`src/rtl/peripheral_arbiter_wb_pkg.sv`:
```
// Shared types and Wibshbone burst-tag constants for the round-robin bus arbiter.
// Imported by the arbiter top and its round-robin picker.
package peripheral_arbiter_wb_pkg;

    typedef enum logic [1:0] {
        IDLE  = 2'd0,
        BUSY  = 2'd1,
        ABORT = 2'd2
    } arb_state_e;

    localparam logic [2:0] CTI_CLASSIC = 3'b000;
    localparam logic [2:0] CTI_CONST   = 3'b001;
    localparam logic [2:0] CTI_INCR    = 3'b010;
    localparam logic [2:0] CTI_EOB     = 3'b111;

    localparam logic [1:0] BTE_LINEAR  = 2'b00;
    localparam logic [1:0] BTE_WRAP4   = 2'b01;
    localparam logic [1:0] BTE_WRAP8   = 2'b10;
    localparam logic [1:0] BTE_WRAP16  = 2'b11;

endpackage

```
`src/rtl/peripheral_arbiter_rr_wb.sv`:
```
// Combinational round-robin picker: first set request found circularly after ptr.
// The request vector is doubled so the circular search becomes a plain shift plus priority encode.
module peripheral_arbiter_rr_wb
    import peripheral_arbiter_wb_pkg::*;
#(
    parameter int N  = 4,
    parameter int IW = $clog2(N)
) (
    input  logic [N-1:0]  req,
    input  logic [IW-1:0] ptr,
    output logic [N-1:0]  gnt,
    output logic [IW-1:0] idx,
    output logic          valid
);

    logic [2*N-1:0] dbl;
    logic [N-1:0]   rot;
    logic [IW-1:0]  start;

    always_comb begin
        start = (ptr == IW'(N - 1)) ? '0 : IW'(ptr + 1'b1);
        dbl   = {req, req};
        rot   = N'(dbl >> start);
        idx   = '0;
        valid = 1'b0;
        // Walk downwards so the lowest rotated position (nearest to start) wins.
        for (int i = N - 1; i >= 0; i--) begin
            if (rot[i]) begin
                valid = 1'b1;
                idx   = IW'((int'(start) + i) % N);
            end
        end
        gnt = valid ? ({{(N-1){1'b0}}, 1'b1} << idx) : '0;
    end

endmodule

```
`src/rtl/peripheral_arbiter_wb.sv`:
```
// Wishbone B3 round-robin arbiter: N masters share one slave, grant held for the whole cyc.
// A watchdog aborts cycles whose strobe stalls for TIMEOUT cycles by returning err to the owner.
//
// state | meaning
// IDLE  | no owner; all slave-side and termination outputs 0; arbitrate on any cyc
// BUSY  | owner's request muxed to slave, slave terminations routed back to owner
// ABORT | one cycle: slave cyc/stb dropped, err pulsed to owner
module peripheral_arbiter_wb
    import peripheral_arbiter_wb_pkg::*;
#(
    parameter int NUM_MASTERS = 4,
    parameter int AW          = 32,
    parameter int DW          = 32,
    parameter int TIMEOUT     = 255
) (
    input  logic                        wb_clk_i,
    input  logic                        wb_rst_ni,
    input  logic [NUM_MASTERS*AW-1:0]   wbm_adr_i,
    input  logic [NUM_MASTERS*DW-1:0]   wbm_dat_i,
    input  logic [NUM_MASTERS*DW/8-1:0] wbm_sel_i,
    input  logic [NUM_MASTERS-1:0]      wbm_we_i,
    input  logic [NUM_MASTERS-1:0]      wbm_cyc_i,
    input  logic [NUM_MASTERS-1:0]      wbm_stb_i,
    input  logic [NUM_MASTERS*3-1:0]    wbm_cti_i,
    input  logic [NUM_MASTERS*2-1:0]    wbm_bte_i,
    output logic [DW-1:0]               wbm_dat_o,
    output logic [NUM_MASTERS-1:0]      wbm_ack_o,
    output logic [NUM_MASTERS-1:0]      wbm_err_o,
    output logic [NUM_MASTERS-1:0]      wbm_rty_o,
    output logic [AW-1:0]               wbs_adr_o,
    output logic [DW-1:0]               wbs_dat_o,
    output logic [DW/8-1:0]             wbs_sel_o,
    output logic                        wbs_we_o,
    output logic                        wbs_cyc_o,
    output logic                        wbs_stb_o,
    output logic [2:0]                  wbs_cti_o,
    output logic [1:0]                  wbs_bte_o,
    input  logic [DW-1:0]               wbs_dat_i,
    input  logic                        wbs_ack_i,
    input  logic                        wbs_err_i,
    input  logic                        wbs_rty_i,
    output logic [NUM_MASTERS-1:0]      grant_o
);

    localparam int IW = $clog2(NUM_MASTERS);
    localparam int SW = DW / 8;

    arb_state_e             state_q, state_d;
    logic [IW-1:0]          owner_q, owner_d, ptr_q, ptr_d;
    logic [NUM_MASTERS-1:0] owner_oh_q, owner_oh_d;

    logic [NUM_MASTERS-1:0] pick_gnt;
    logic [IW-1:0]          pick_idx;
    logic                   pick_valid;
    logic                   own_cyc, own_stb, slv_term, stall, wdog_hit;

    peripheral_arbiter_rr_wb #(
        .N  (NUM_MASTERS),
        .IW (IW)
    ) u_rr (
        .req   (wbm_cyc_i),
        .ptr   (ptr_q),
        .gnt   (pick_gnt),
        .idx   (pick_idx),
        .valid (pick_valid)
    );

    assign own_cyc   = wbm_cyc_i[owner_q];
    assign own_stb   = wbm_stb_i[owner_q];
    assign slv_term  = wbs_ack_i | wbs_err_i | wbs_rty_i;
    assign stall     = (state_q == BUSY) && own_cyc && own_stb && !slv_term;
    assign wbm_dat_o = wbs_dat_i;

    always_comb begin
        state_d    = state_q;
        owner_d    = owner_q;
        owner_oh_d = owner_oh_q;
        ptr_d      = ptr_q;
        wbs_adr_o  = '0;
        wbs_dat_o  = '0;
        wbs_sel_o  = '0;
        wbs_we_o   = 1'b0;
        wbs_cyc_o  = 1'b0;
        wbs_stb_o  = 1'b0;
        wbs_cti_o  = '0;
        wbs_bte_o  = '0;
        wbm_ack_o  = '0;
        wbm_err_o  = '0;
        wbm_rty_o  = '0;
        grant_o    = '0;
        unique case (state_q)
            IDLE: begin
                if (pick_valid) begin
                    owner_d    = pick_idx;
                    owner_oh_d = pick_gnt;
                    state_d    = BUSY;
                end
            end
            BUSY: begin
                grant_o            = owner_oh_q;
                wbs_adr_o          = wbm_adr_i[int'(owner_q)*AW +: AW];
                wbs_dat_o          = wbm_dat_i[int'(owner_q)*DW +: DW];
                wbs_sel_o          = wbm_sel_i[int'(owner_q)*SW +: SW];
                wbs_cti_o          = wbm_cti_i[int'(owner_q)*3 +: 3];
                wbs_bte_o          = wbm_bte_i[int'(owner_q)*2 +: 2];
                wbs_we_o           = wbm_we_i[owner_q];
                wbs_cyc_o          = own_cyc;
                wbs_stb_o          = own_stb;
                // Terminations pass through even as cyc drops so a final ack is not lost.
                wbm_ack_o[owner_q] = wbs_ack_i;
                wbm_err_o[owner_q] = wbs_err_i;
                wbm_rty_o[owner_q] = wbs_rty_i;
                if (!own_cyc) begin
                    ptr_d   = owner_q;
                    state_d = IDLE;
                end else if (wdog_hit) begin
                    state_d = ABORT;
                end
            end
            ABORT: begin
                grant_o            = owner_oh_q;
                wbm_err_o[owner_q] = 1'b1;
                if (own_cyc) begin
                    state_d = BUSY;
                end else begin
                    ptr_d   = owner_q;
                    state_d = IDLE;
                end
            end
            default: state_d = IDLE;
        endcase
    end

    always_ff @(posedge wb_clk_i or negedge wb_rst_ni) begin
        if (!wb_rst_ni) begin
            state_q    <= IDLE;
            owner_q    <= '0;
            owner_oh_q <= '0;
            ptr_q      <= IW'(NUM_MASTERS - 1);
        end else begin
            state_q    <= state_d;
            owner_q    <= owner_d;
            owner_oh_q <= owner_oh_d;
            ptr_q      <= ptr_d;
        end
    end

    generate
        if (TIMEOUT > 0) begin : g_wdog
            localparam int CW = $clog2(TIMEOUT + 1);
            logic [CW-1:0] wdog_q, wdog_d;

            // Abort on the edge that ends the TIMEOUT-th stalled cycle; a termination that
            // same cycle means no stall, so the ack wins.
            assign wdog_hit = stall && (wdog_q == CW'(TIMEOUT - 1));

            always_comb begin
                wdog_d = wdog_q;
                if ((state_d != state_q) || slv_term) begin
                    wdog_d = '0;
                end else if (stall && (wdog_q != CW'(TIMEOUT))) begin
                    wdog_d = wdog_q + 1'b1;
                end
            end

            always_ff @(posedge wb_clk_i or negedge wb_rst_ni) begin
                if (!wb_rst_ni) wdog_q <= '0;
                else            wdog_q <= wdog_d;
            end
        end else begin : g_no_wdog
            assign wdog_hit = 1'b0;
        end
    endgenerate

endmodule

```
`config.mk`:
```
export PLATFORM = sky130hd
export DESIGN_NAME = peripheral_arbiter_wb
export DESIGN_NICKNAME = d
export VERILOG_FILES = /design/src/rtl/peripheral_arbiter_wb_pkg.sv /design/src/rtl/peripheral_arbiter_rr_wb.sv /design/src/rtl/peripheral_arbiter_wb.sv
export SDC_FILE = /design/constraint.sdc
export NUM_CORES = 1
export LEC_CHECK = 0
export BUFFER_PORTS_ARGS = -buffer_cell sky130_fd_sc_hd__clkbuf_2
export CAP_MARGIN = 15
export CORE_AREA = 2 2 183 185
export DETAILED_ROUTE_END_ITERATION = 12
export DIE_AREA = 0 0 185 187
export SLEW_MARGIN = 0
export SYNTH_ARGS = -nofsm -noshare
export SYNTH_HDL_FRONTEND = slang
export SYNTH_HIERARCHICAL = 1
export SYNTH_SLANG_ARGS = --single-unit
```
`constraint.sdc`:
```
create_clock -name wb_clk_i -period 3.4 [get_ports wb_clk_i]
set_input_delay 0.68 -clock wb_clk_i [delete_from_list [all_inputs] [get_ports wb_clk_i]]
set_output_delay 0.68 -clock wb_clk_i [all_outputs]
set_load 0.02 [all_outputs]
```
# After elaboration in Yosys (flattened, before gate mapping)
# Cells that the tools add are included.
# totals
reg_bits,18
output_inout_bits,124
elab_cells,81
# classes
n_addsub,5
multipliers,1
magnitude_cmp,2
eq_ne,6
n_shift,7
mux,36
bitwise,6
n_reduce_logical,13
# op_table
op,n
128-bit by 8-bit indexed part select with 32-bit output,2
32-bit 2-to-1 mux,2
2-bit 2-to-1 mux,9
4-bit 2-to-1 mux,4
8-bit 2-to-1 mux,2
16-bit by 5-bit indexed part select with 4-bit output,1
4-bit AND,3
1-bit 2-to-1 mux,12
12-bit by 5-bit indexed part select with 3-bit output,1
"8-bit by 1-bit adder with 8-bit output, second input constant",1
"8-bit equality test, second input constant",1
"8-bit != test, second input constant",1
4-bit one-hot mux with 2 select lines,1
8-bit by 4-bit indexed part select with 2-bit output,1
8-bit by 2-bit >> shifter with 4-bit output,1
1-bit binary-select mux with 2-bit select,3
1-bit logical AND,6
2-bit one-hot mux with 3 select lines,1
"2-bit by 1-bit adder with 2-bit output, second input constant",2
"2-bit adder, second input constant",2
"2-bit equality test, second input constant",2
"2-bit by 2-bit multiplier with 4-bit output, second input constant",1
2-bit AND reduction,2
"1-bit by 2-bit left shift with 4-bit output, first input constant",1
13 further kinds,14

# Longest topological paths before layout
# depth
depth_word,12
ltp_mapped,8
ltp_nobuf,7

# Cells and area by module
# The synthesis kept the hierarchy.
# by_module_without_submodules
module,n_inst,cells_per_inst,area_each_um2,seq_area_each_um2
peripheral_arbiter_wb,1,334,3666.0,452.9
peripheral_arbiter_rr_wb,1,33,210.2,0.0

# Least setup slack after synthesis
# OpenSTA, ideal clock, no wires.
# synth_timing
path_kind,register to output
from,register state_q[1]
to,output port wbm_ack_o[0]
arrival_ps,1727
slack_ps,993
path_stages_with_launch,7
path_buffers,2
cell_sequence,dfrtp_1 > inv_1 > ha_1 > clkbuf_1 > clkbuf_1 > nand2_1 > nor3_1
# synth_between
elab_chain_cells,2
# synth_rtl
element,line_no,source
start: declaration,peripheral_arbiter_wb.sv:48,"arb_state_e state_q, state_d;"
start signal: assignment,peripheral_arbiter_wb.sv:141,state_q <= state_d;
2-bit by 1-bit equality test with 1-bit output,peripheral_arbiter_wb.sv:91,unique case (state_q)
4-bit 2-to-1 mux,peripheral_arbiter_wb.sv:91,
end: declaration,peripheral_arbiter_wb.sv:27,"output logic [NUM_MASTERS-1:0] wbm_ack_o,"
# Every way passes these cells.

# Final worst setup path
# layout_timing
from,register owner_q[1]
to,output port wbs_dat_o[17]
# layout_between
elab_chain_cells,2
# layout_rtl
element,line_no,source
start: declaration,peripheral_arbiter_wb.sv:49,"logic [IW-1:0] owner_q, owner_d, ptr_q, ptr_d;"
start signal: assignment,peripheral_arbiter_wb.sv:142,owner_q <= owner_d;
128-bit by 8-bit indexed part select with 32-bit output,peripheral_arbiter_wb.sv:102,wbs_dat_o = wbm_dat_i[int'(owner_q)*DW +: DW];
32-bit 2-to-1 mux,peripheral_arbiter_wb.sv:91,
end: declaration,peripheral_arbiter_wb.sv:31,"output logic [DW-1:0] wbs_dat_o,"
# Every way passes these cells.

==> impl_metrics.env <==
export IMPL_reg2reg_slack_ps=1060
export IMPL_synthCells=367
export IMPL_die_area_mm2=0.0346
export IMPL_die_w_um=185
export IMPL_hold_buffers=0
export IMPL_min_period_over_period_pct=84.7
export IMPL_dp_hpwl_um=22600
export IMPL_hold_violations=0
export IMPL_htreeDepth=1
export IMPL_synth_area_per_cell_um2=10.6
export IMPL_drv_slew=0
export IMPL_fmax_mhz=347
export IMPL_slew_headroom_pct=62.6
export IMPL_crit_arrival_ps=2200
export IMPL_finalSetupViolCount=0
export IMPL_syn_num_nets=715
export IMPL_ctsLongestPathBuffers=2
export IMPL_cts_resized=0
export IMPL_p_leak_nw=2.98
export IMPL_drt_initial_drc_count=243
export IMPL_ios=465
export IMPL_cp_required_ps=2720
export IMPL_ir_worst_vdd_mv=0.339
export IMPL_nets=1063
export IMPL_worst_slew_pin_slew_ps=561
export IMPL_rows=67
export IMPL_gp_congestion=0.909
export IMPL_crit_path_end_kind="primary output"
export IMPL_cp_cell_sequence="buf_4 -> mux4_2 -> and2_1 -> clkbuf_2"
export IMPL_startpoint_type="register"
export IMPL_clk_pin_slew_ps=50
export IMPL_crit_buf_inv=2
export IMPL_setup_tns_ps=0
export IMPL_slowest_stage="dfrtp_4"
export IMPL_slowest_delay_ps=760
export IMPL_area_delta_synth_final_pct=61.5
export IMPL_path_max_fanout=32
export IMPL_holdWs_ps=380
export IMPL_power_per_cell_area_mw_per_mm2=789
export IMPL_yosysWarnings=6
export IMPL_vias=4736
export IMPL_grt_overflow=0
export IMPL_die_h_um=187
export IMPL_critPathTopFamily="flip-flops"
export IMPL_cts_tree="done"
export IMPL_start_util_pct=11.8
export IMPL_synth_seq_cells=18
export IMPL_finClkSkew_ps=2.62
export IMPL_synth_cell_area_mm2=0.00388
export IMPL_rsz0062_at_grt="false"
export IMPL_viasPerCell=4.05
export IMPL_first_pass_iters=5
export IMPL_clockRootBuffer="clkbuf_16"
export IMPL_async_flop_share_pct=100
export IMPL_synth_area_leaders="mux4_2, and2_1, dfrtp_1"
export IMPL_reg2reg_to="g_wdog.wdog_q[6]"
export IMPL_drc_errors=0
export IMPL_maxCapViolations=0
export IMPL_drive_gt1_share_pct=70.7
export IMPL_grt_pass1_wl_um=33700
export IMPL_clock_latency_ps=250
export IMPL_yosys_area_top_type="mux4_2"
export IMPL_cts_sinks=18
export IMPL_routed_wirelength_um=25400
export IMPL_hold_path_class="input port to asynchronous set/reset pin"
export IMPL_path_class="register to primary output"
export IMPL_ys_seq_area_share_pct=11.7
export IMPL_synth_top_cell_area_share_pct=44.2
export IMPL_power_mw=4.94
export IMPL_grt_total_usage_pct=13.8
export IMPL_status="finished clean"
export IMPL_rr_startpoint="owner_q[0]"
export IMPL_ant_nets=0
export IMPL_wire_per_inst_um=21.7
export IMPL_core_area_mm2=0.0329
export IMPL_cts_buffers=3
export IMPL_antenna_found_initial=10
export IMPL_grt_max_degree=54
export IMPL_ys_flop_type="dfrtp_1"
export IMPL_synth_edf_count=0
export IMPL_ys_types=45
export IMPL_grt_pass1_vias=4675
export IMPL_cts_setup_buffers=0
export IMPL_portBuffers=400
export IMPL_reg2reg_depth=6
export IMPL_period_needed_ps=2880
-- metrics by stage --
step / instances / setup slack [ps] / area (µm²) / utilization (%)
finish: 1170 / 519 / 6260 / 19.1
global route: 1169 / 472 / 6260 / 19.0
CTS: 1162 / 528 / 6240 / 19.0
detailed placement: 1158 / 810 / 6150 / 18.7
global placement: 1158 / 830 / 6150 / 18.7
floorplan: 367 / 993 / 3880 / -
-- Yosys cell counts (2+ instances only) --
library cell / n
clkbuf_1: 20
ha_1: 7
nand2b_1: 5
inv_1: 6
nor4_1: 2
xnor2_1: 5
buf_2: 9
nand4_1: 2
nor3_1: 8
mux2i_1: 3
dfstp_2: 2
nand3_1: 5
nand2_1: 12
a21oi_1: 6
and2_1: 79
mux2_2: 8
a221oi_1: 2
mux4_2: 76
o21ai_0: 5
buf_6: 2
dfrtp_1: 16
nor2_1: 28
and3_1: 2
buf_4: 32
a211oi_1: 2
o221ai_1: 2
a31oi_1: 3
-- cells by family after synthesis --
logic type	after synthesis	synth area share, %
buf+inv	70	10.6
mux	87	47.3
simple gates	152	22.0
fa+ha+maj	7	2.26
compound gates	28	5.07
xor+xnor	5	1.13
flops	18	11.7
-- layout make-up --
type,instances,area [µm²]
diodes,8,20.0
clock buffers,4,88.8
fillers,3667,26600
inverters,6,22.5
multi-input cells,279,3020
flip-flops and latches,18,460
well taps,448,561
repair buffers,407,2090
-- registers in the layout, summed over array words and instances, names as in the netlist --
name and cells:
state_q 2, owner_q 2, g_wdog.wdog_q 8, owner_oh_q 4, ptr_q 2
-- power breakdown --
group	switching [mW]	internal, mW	leakage (nW)
Clock	0.0796	0.179	0.0442
Combinational	2.44	1.83	2.71
Sequential	0.135	0.280	0.232
Total	2.65	2.29	2.98
-- layer usage --
layer  part of all wire [%]  track usage (%)  wire, µm
met5                   0.19             2.00        47
met4                    1.4             2.05       358
met3                     14             7.73      3680
met2                     41             20.2     10400
met1                     43             17.9     10900
-- how the worst max path moves through the flow --
stage | from | endpoint | slack, ps | cells past startpoint
2_1_floorplan | state_q[1] | wbm_ack_o[0] | 990 | 6
3_3_place_gp | owner_q[0] | wbs_dat_o[4] | 830 | 4
6_report | owner_q[1] | wbs_dat_o[17] | 520 | 4
5_1_grt | owner_q[0] | wbs_dat_o[17] | 470 | 4
4_1_cts | owner_q[0] | wbs_dat_o[17] | 530 | 4
3_5_place_dp | owner_q[0] | wbs_dat_o[17] | 810 | 4
-- placed cells by master (no fill, tap or decap), drive strengths merged, types with 3 or more instances in the layout --
master | netlist | final
clkbuf | 20 | 404
xnor2 | 5 | 5
ha | 7 | 7
inv | 6 | 6
and2 | 80 | 80
mux2i | 3 | 3
a21oi | 6 | 6
dfrtp | 16 | 16
nand2 | 12 | 12
nand3 | 5 | 5
nor3 | 8 | 8
o21ai | 6 | 6
mux2 | 8 | 8
diode | 0 | 8
mux4 | 76 | 76
nor2 | 28 | 28
nand2b | 5 | 5
a31oi | 3 | 3
nand4 | 3 | 3
buf | 44 | 7
Power figures use the tool's default switching activity.
